File: src/rtl/i4004_pkg.sv
// Shared types for the 4004-style bus sequencer: state enum,
// width defaults and the subcycle codes presented on phase.
package i4004_pkg;

  localparam int ADDR_W_DEF = 12;
  localparam int NIB_W_DEF  = 4;

  typedef enum logic [3:0] {
    S_IDLE = 4'd0,
    S_A1   = 4'd1,
    S_A2   = 4'd2,
    S_A3   = 4'd3,
    S_M1   = 4'd4,
    S_M2   = 4'd5,
    S_X1   = 4'd6,
    S_X2   = 4'd7,
    S_X3   = 4'd8
  } state_e;

  localparam logic [2:0] PH_IDLE = 3'd0;
  localparam logic [2:0] PH_A1   = 3'd0;
  localparam logic [2:0] PH_A2   = 3'd1;
  localparam logic [2:0] PH_A3   = 3'd2;
  localparam logic [2:0] PH_M1   = 3'd3;
  localparam logic [2:0] PH_M2   = 3'd4;
  localparam logic [2:0] PH_X1   = 3'd5;
  localparam logic [2:0] PH_X2   = 3'd6;
  localparam logic [2:0] PH_X3   = 3'd7;

  function automatic logic [2:0] phase_of(input state_e s);
    logic [2:0] p;
    p = PH_IDLE;
    case (s)
      S_A1:    p = PH_A1;
      S_A2:    p = PH_A2;
      S_A3:    p = PH_A3;
      S_M1:    p = PH_M1;
      S_M2:    p = PH_M2;
      S_X1:    p = PH_X1;
      S_X2:    p = PH_X2;
      S_X3:    p = PH_X3;
      default: p = PH_IDLE;
    endcase
    return p;
  endfunction

endpackage

File: src/rtl/i4004_bus_cycle.sv
// 4004 machine-cycle sequencer: A1-A3 address out, M1/M2 fetch, X1-X3 execute.
// Define I4004_STALL_EN to let run hold the bus in IDLE between cycles.
module i4004_bus_cycle
  import i4004_pkg::*;
#(
  parameter int ADDR_W = ADDR_W_DEF,
  parameter int NIB_W  = NIB_W_DEF
) (
  input  logic              clk,
  input  logic              rst,
  input  logic              run,
  input  logic [ADDR_W-1:0] addr_in,
  input  logic [NIB_W-1:0]  data_in,
  input  logic [NIB_W-1:0]  exe_data,
  input  logic              exe_oe,
  output logic [NIB_W-1:0]  data_out,
  output logic              data_oe,
  output logic              sync_out,
  output logic [2:0]        phase,
  output logic [NIB_W-1:0]  opr_out,
  output logic [NIB_W-1:0]  opa_out,
  output logic              instr_valid,
  output logic [NIB_W-1:0]  x2_data,
  output logic [15:0]       cycle_count
);

  state_e            state_q, state_d;
  logic [ADDR_W-1:0] addr_q, addr_d;
  logic [NIB_W-1:0]  opr_q, opr_d;
  logic [NIB_W-1:0]  opa_q, opa_d;
  logic [NIB_W-1:0]  x2_q, x2_d;
  logic [15:0]       cnt_q, cnt_d;
  logic              run_eff;

`ifdef I4004_STALL_EN
  assign run_eff = run;
`else
  logic unused_run;
  assign unused_run = run;
  assign run_eff    = 1'b1;
`endif

  always_comb begin
    state_d = state_q;
    addr_d  = addr_q;
    opr_d   = opr_q;
    opa_d   = opa_q;
    x2_d    = x2_q;
    cnt_d   = cnt_q;
    case (state_q)
      S_IDLE: if (run_eff) state_d = S_A1;
      S_A1:   state_d = S_A2;
      S_A2:   state_d = S_A3;
      S_A3:   state_d = S_M1;
      S_M1: begin
        opr_d   = data_in;
        state_d = S_M2;
      end
      S_M2: begin
        opa_d   = data_in;
        state_d = S_X1;
      end
      S_X1:   state_d = S_X2;
      S_X2: begin
        if (!exe_oe) x2_d = data_in;
        state_d = S_X3;
      end
      S_X3: begin
        cnt_d   = cnt_q + 16'd1;
        state_d = run_eff ? S_A1 : S_IDLE;
      end
      default: state_d = S_IDLE;
    endcase
    // Address is frozen for the whole machine cycle once A1 is entered
    if (state_d == S_A1 && state_q != S_A1) addr_d = addr_in;
  end

  always_ff @(posedge clk) begin
    if (rst) begin
      state_q <= S_IDLE;
      addr_q  <= '0;
      opr_q   <= '0;
      opa_q   <= '0;
      x2_q    <= '0;
      cnt_q   <= '0;
    end else begin
      state_q <= state_d;
      addr_q  <= addr_d;
      opr_q   <= opr_d;
      opa_q   <= opa_d;
      x2_q    <= x2_d;
      cnt_q   <= cnt_d;
    end
  end

  always_comb begin
    data_oe  = 1'b0;
    data_out = '0;
    unique case (1'b1)
      state_q == S_A1: begin
        data_oe  = 1'b1;
        data_out = addr_q[NIB_W-1:0];
      end
      state_q == S_A2: begin
        data_oe  = 1'b1;
        data_out = addr_q[2*NIB_W-1:NIB_W];
      end
      state_q == S_A3: begin
        data_oe  = 1'b1;
        data_out = addr_q[3*NIB_W-1:2*NIB_W];
      end
      state_q == S_X2 && exe_oe: begin
        data_oe  = 1'b1;
        data_out = exe_data;
      end
      default: ;
    endcase
  end

  assign phase       = phase_of(state_q);
  assign sync_out    = (state_q == S_X3);
  assign instr_valid = (state_q == S_X1);
  assign opr_out     = opr_q;
  assign opa_out     = opa_q;
  assign x2_data     = x2_q;
  assign cycle_count = cnt_q;

endmodule

File: config.mk
export PLATFORM = sky130hd
export DESIGN_NAME = i4004_bus_cycle
export DESIGN_NICKNAME = d
export VERILOG_FILES = /design/src/rtl/i4004_pkg.sv /design/src/rtl/i4004_bus_cycle.sv
export SDC_FILE = /design/constraint.sdc
export NUM_CORES = 1
export LEC_CHECK = 0
export BUFFER_PORTS_ARGS = -buffer_cell sky130_fd_sc_hd__buf_4
export CAP_MARGIN = 40
export CORE_MARGIN = 2
export CORE_UTILIZATION = 45
export DETAILED_ROUTE_END_ITERATION = 10
export PLACE_DENSITY = 0.76
export SKIP_LAST_GASP = 1
export SLEW_MARGIN = 20
export SYNTH_ARGS = -nofsm -noshare
export SYNTH_HDL_FRONTEND = slang
export SYNTH_SLANG_ARGS = --single-unit
File: constraint.sdc
create_clock -name clk -period 2.3 [get_ports clk]
set_input_delay 0.115 -clock clk [delete_from_list [all_inputs] [get_ports clk]]
set_output_delay 0.115 -clock clk [all_outputs]
set_load 0.05 [all_outputs]
==> flow_summary.yaml <==
detailed_routing:
  drc: 0
  drt_first_pass_iters: 4
  wl_mm: 4.55
  viasPerCell: 5.23
  routedWlPerCell_um: 12.8
  postRouteAntennaNets: 0
  first_iter_violations: 111
  route.vias.total: 1856
clock_tree:
  clkTransAtPathRegs_ns: 0.09
  post_cts_buffers: 0
  insertion_delay_ns: 0.30
  cts_hold_buf: 0
  cts_tree: "done"
  cts_max_path_buffers: 2
  cts_root_buf: "clkbuf_8"
  htree_levels: 2
  cts_buffers: 5
  ctsResizeCount: 0
  clkSinkCount: 47
global_routing:
  antenna_found_initial: 0
  grt_max_degree: 45
  grt_first_pass_wirelength_mm: 7.32
  grt_pass1_vias: 1673
  gr-total-overflow: 0
  track_usage: 0.177
finish:
  ff_latch_area_um2: 941
  num-fill-cells: 407
  nNetsFinal: 331
  multi_input_area_um2: 1070
  postLayoutCoreUtil: 0.609
  drive_gt1_frac: 0.271
  syn2layout_area_growth_pct: 28.2
  antenna_cells: 0
logic_synthesis:
  syn_area_um2: 2100
  synth.distinct_cells: 39
  yosysWarnings: 0
  syn_area_per_cell_um2: 8.59
  synth-seq-cells: 47
  synth_cells: 244
  ys_seq_area_frac: 0.449
  synth_fp_nets: 273
placed_design:
  gp_congestion: 0.774
  hpwl_mm: 3.21
  io_buffer_count: 60
die:
  die_x_um: 72.2
  fp.coreArea_um2: 4410
  die_h_um: 72.2
  dieArea_um2: 5220
  ios: 62
  start_util: 0.475
  std_cell_rows: 24
critical_path:
  crit_path_end_kind: "primary output"
  startpoint_type: "register"
  crit_path_max_incr_delay_ns: 0.56
  cp_data_required_time_ns: 2.18
  worst-path-buf-inv: 1
  critPathKind: "reg -> out"
  cpMaxStageDelayCell: "dfxtp_1"
  path_cells: "nand4b_1 > nor2_1 > nand2_1 > o21ai_1 > buf_4"
  cp_top_family: "simple AND/OR/NAND/NOR gates"
  crit_path_max_fanout: 12
  worstPathArrival_ns: 1.83
sta:
  fin_crit_ns: 1.94
  hold_violations: 0
  rsz0062_at_grt: "no"
  max_slew.worst_pin.slew_ns: 0.456
  final.setup.tns_ns: 0
  fmax_ghz: 0.515
  holdWs_ns: 0.0530
  skew_ns: 0.00685
  finalCritPeriodShare: 0.844
  slew_viol_final: 0
  timing.slew.headroom: 0.696
  setup_viol: 0
run:
  max_cap_violations: 0
power_and_ir_drop:
  cellPowerDensity_nw_per_um2: 598
  peakVddDrop_mv: 0.360
  leakage_nw: 1.16
  power_mw: 1.61
run_status:
  outcome: "completed"
min_path:
  min_path_type: "in -> reg"
[cells in the mapped netlist, drive strengths merged]
master,count,share of area
mux2,4,0.021
nand3b,1,0.0036
a21boi,3,0.011
nor2b,2,0.0060
dfxtp,47,0.45
xnor2,1,0.0042
nor3b,1,0.0060
and3b,2,0.0084
or4,3,0.011
nand2,39,0.073
nand3,8,0.019
a21oi,20,0.048
xor2,9,0.038
mux2i,12,0.057
a22oi,4,0.014
nand4,3,0.0090
nand2b,3,0.0090
or2,1,0.0030
buf,2,0.0078
ha,5,0.030
and4bb,1,0.0060
o21ai,9,0.021
and3,3,0.0090
a211oi,2,0.0072
inv,6,0.011
o211ai,1,0.0036
clkbuf,12,0.021
and4,1,0.0042
nor3,2,0.0072
or3,4,0.012
a32oi,1,0.0042
nand4b,1,0.0042
nor2,28,0.050
o31ai,3,0.011
[kinds of logic (layout without fill, tap and decap cells)]
kind of cell,count (synthesis),in the layout,synth area share
AND/OR/NAND/NOR,103,103,0.241
flip-flops,47,47,0.449
AO/OA/AOI/OAI,43,43,0.120
buffers and inverters,20,79,0.0400
multiplexers,16,16,0.0788
XOR/XNOR,10,10,0.0418
adder cells (fa/ha/maj),5,5,0.0299
[placed cells by master, fill, tap and decap left out, types with 2 or more instances in the layout]
cell,instances
ha_1,5
nand2_1,38
nor2_1,28
inv_1,6
or3_1,4
buf_4,65
and3b_1,2
nand2b_1,3
o21ai_0,3
clkbuf_8,6
nand4_1,3
mux2_2,4
nand3_1,8
dfxtp_1,47
a211oi_1,2
and3_1,3
nor2b_1,2
or4_1,3
a21boi_1,2
a21oi_1,20
xor2_1,9
mux2i_1,12
o21ai_1,6
a22oi_1,4
o31ai_1,3
[power by group]
part / switching (mW) / total, mW / internal [mW] / leakage [nW]
sequential: 0.0139 / 0.853 / 0.839 / 0.382
combinational: 0.138 / 0.227 / 0.0886 / 0.735
clock: 0.280 / 0.526 / 0.245 / 0.0474
[per-stage QoR]
step | std cells | cell area, um^2 | setup WS, ns
after floorplan | 244 | 2100 | 0.362
after global placement | 347 | 2590 | 0.504
after detailed placement | 347 | 2590 | 0.513
after CTS | 355 | 2690 | 0.386
after global routing | 355 | 2690 | 0.209
final | 355 | 2690 | 0.360
[metal layers]
layer	up-vias	routed length, um	GRT usage
met5	-	0	0
met4	0	84	0.0797
met3	10	326	0.0514
met2	56	2110	0.279
met1	842	2030	0.225
li1	948	-	-
[sequential cells by signal, summed over array words and instances, names as in the netlist]
register     cells
addr_q          12
state_q          4
phase            3
cycle_count     16
x2_data          4
opr_out          4
opa_out          4
[worst paths after layout]
path	startpoint	slack, ns	cells after the start	end
worst max-delay path	state_q[2]	0.36	5	data_out[0]
worst min-delay path	addr_in[11]	0.05	3	addr_q[11]
worst max register to register	state_q[2]	0.48	6	phase[0]
worst min register to register	addr_q[3]	0.46	2	addr_q[3]
[tightest hold or removal path, delay by kind of cell]
family | cells | cell delay (ns)
and+or+nand+nor | 1 | 0.04
buffers and inverters | 1 | 0.11
AOI/OAI and AO/OA | 1 | 0.05
[cell type report]
cell class | count | area share
clock inverters | 2 | 0.00605
well taps | 52 | 0.0242
repair buffers | 65 | 0.182
flip-flops and latches | 47 | 0.350
inverters | 6 | 0.00838
multi-input cells | 177 | 0.399
clock buffers | 6 | 0.0307
(Power assumes the default switching activity.)
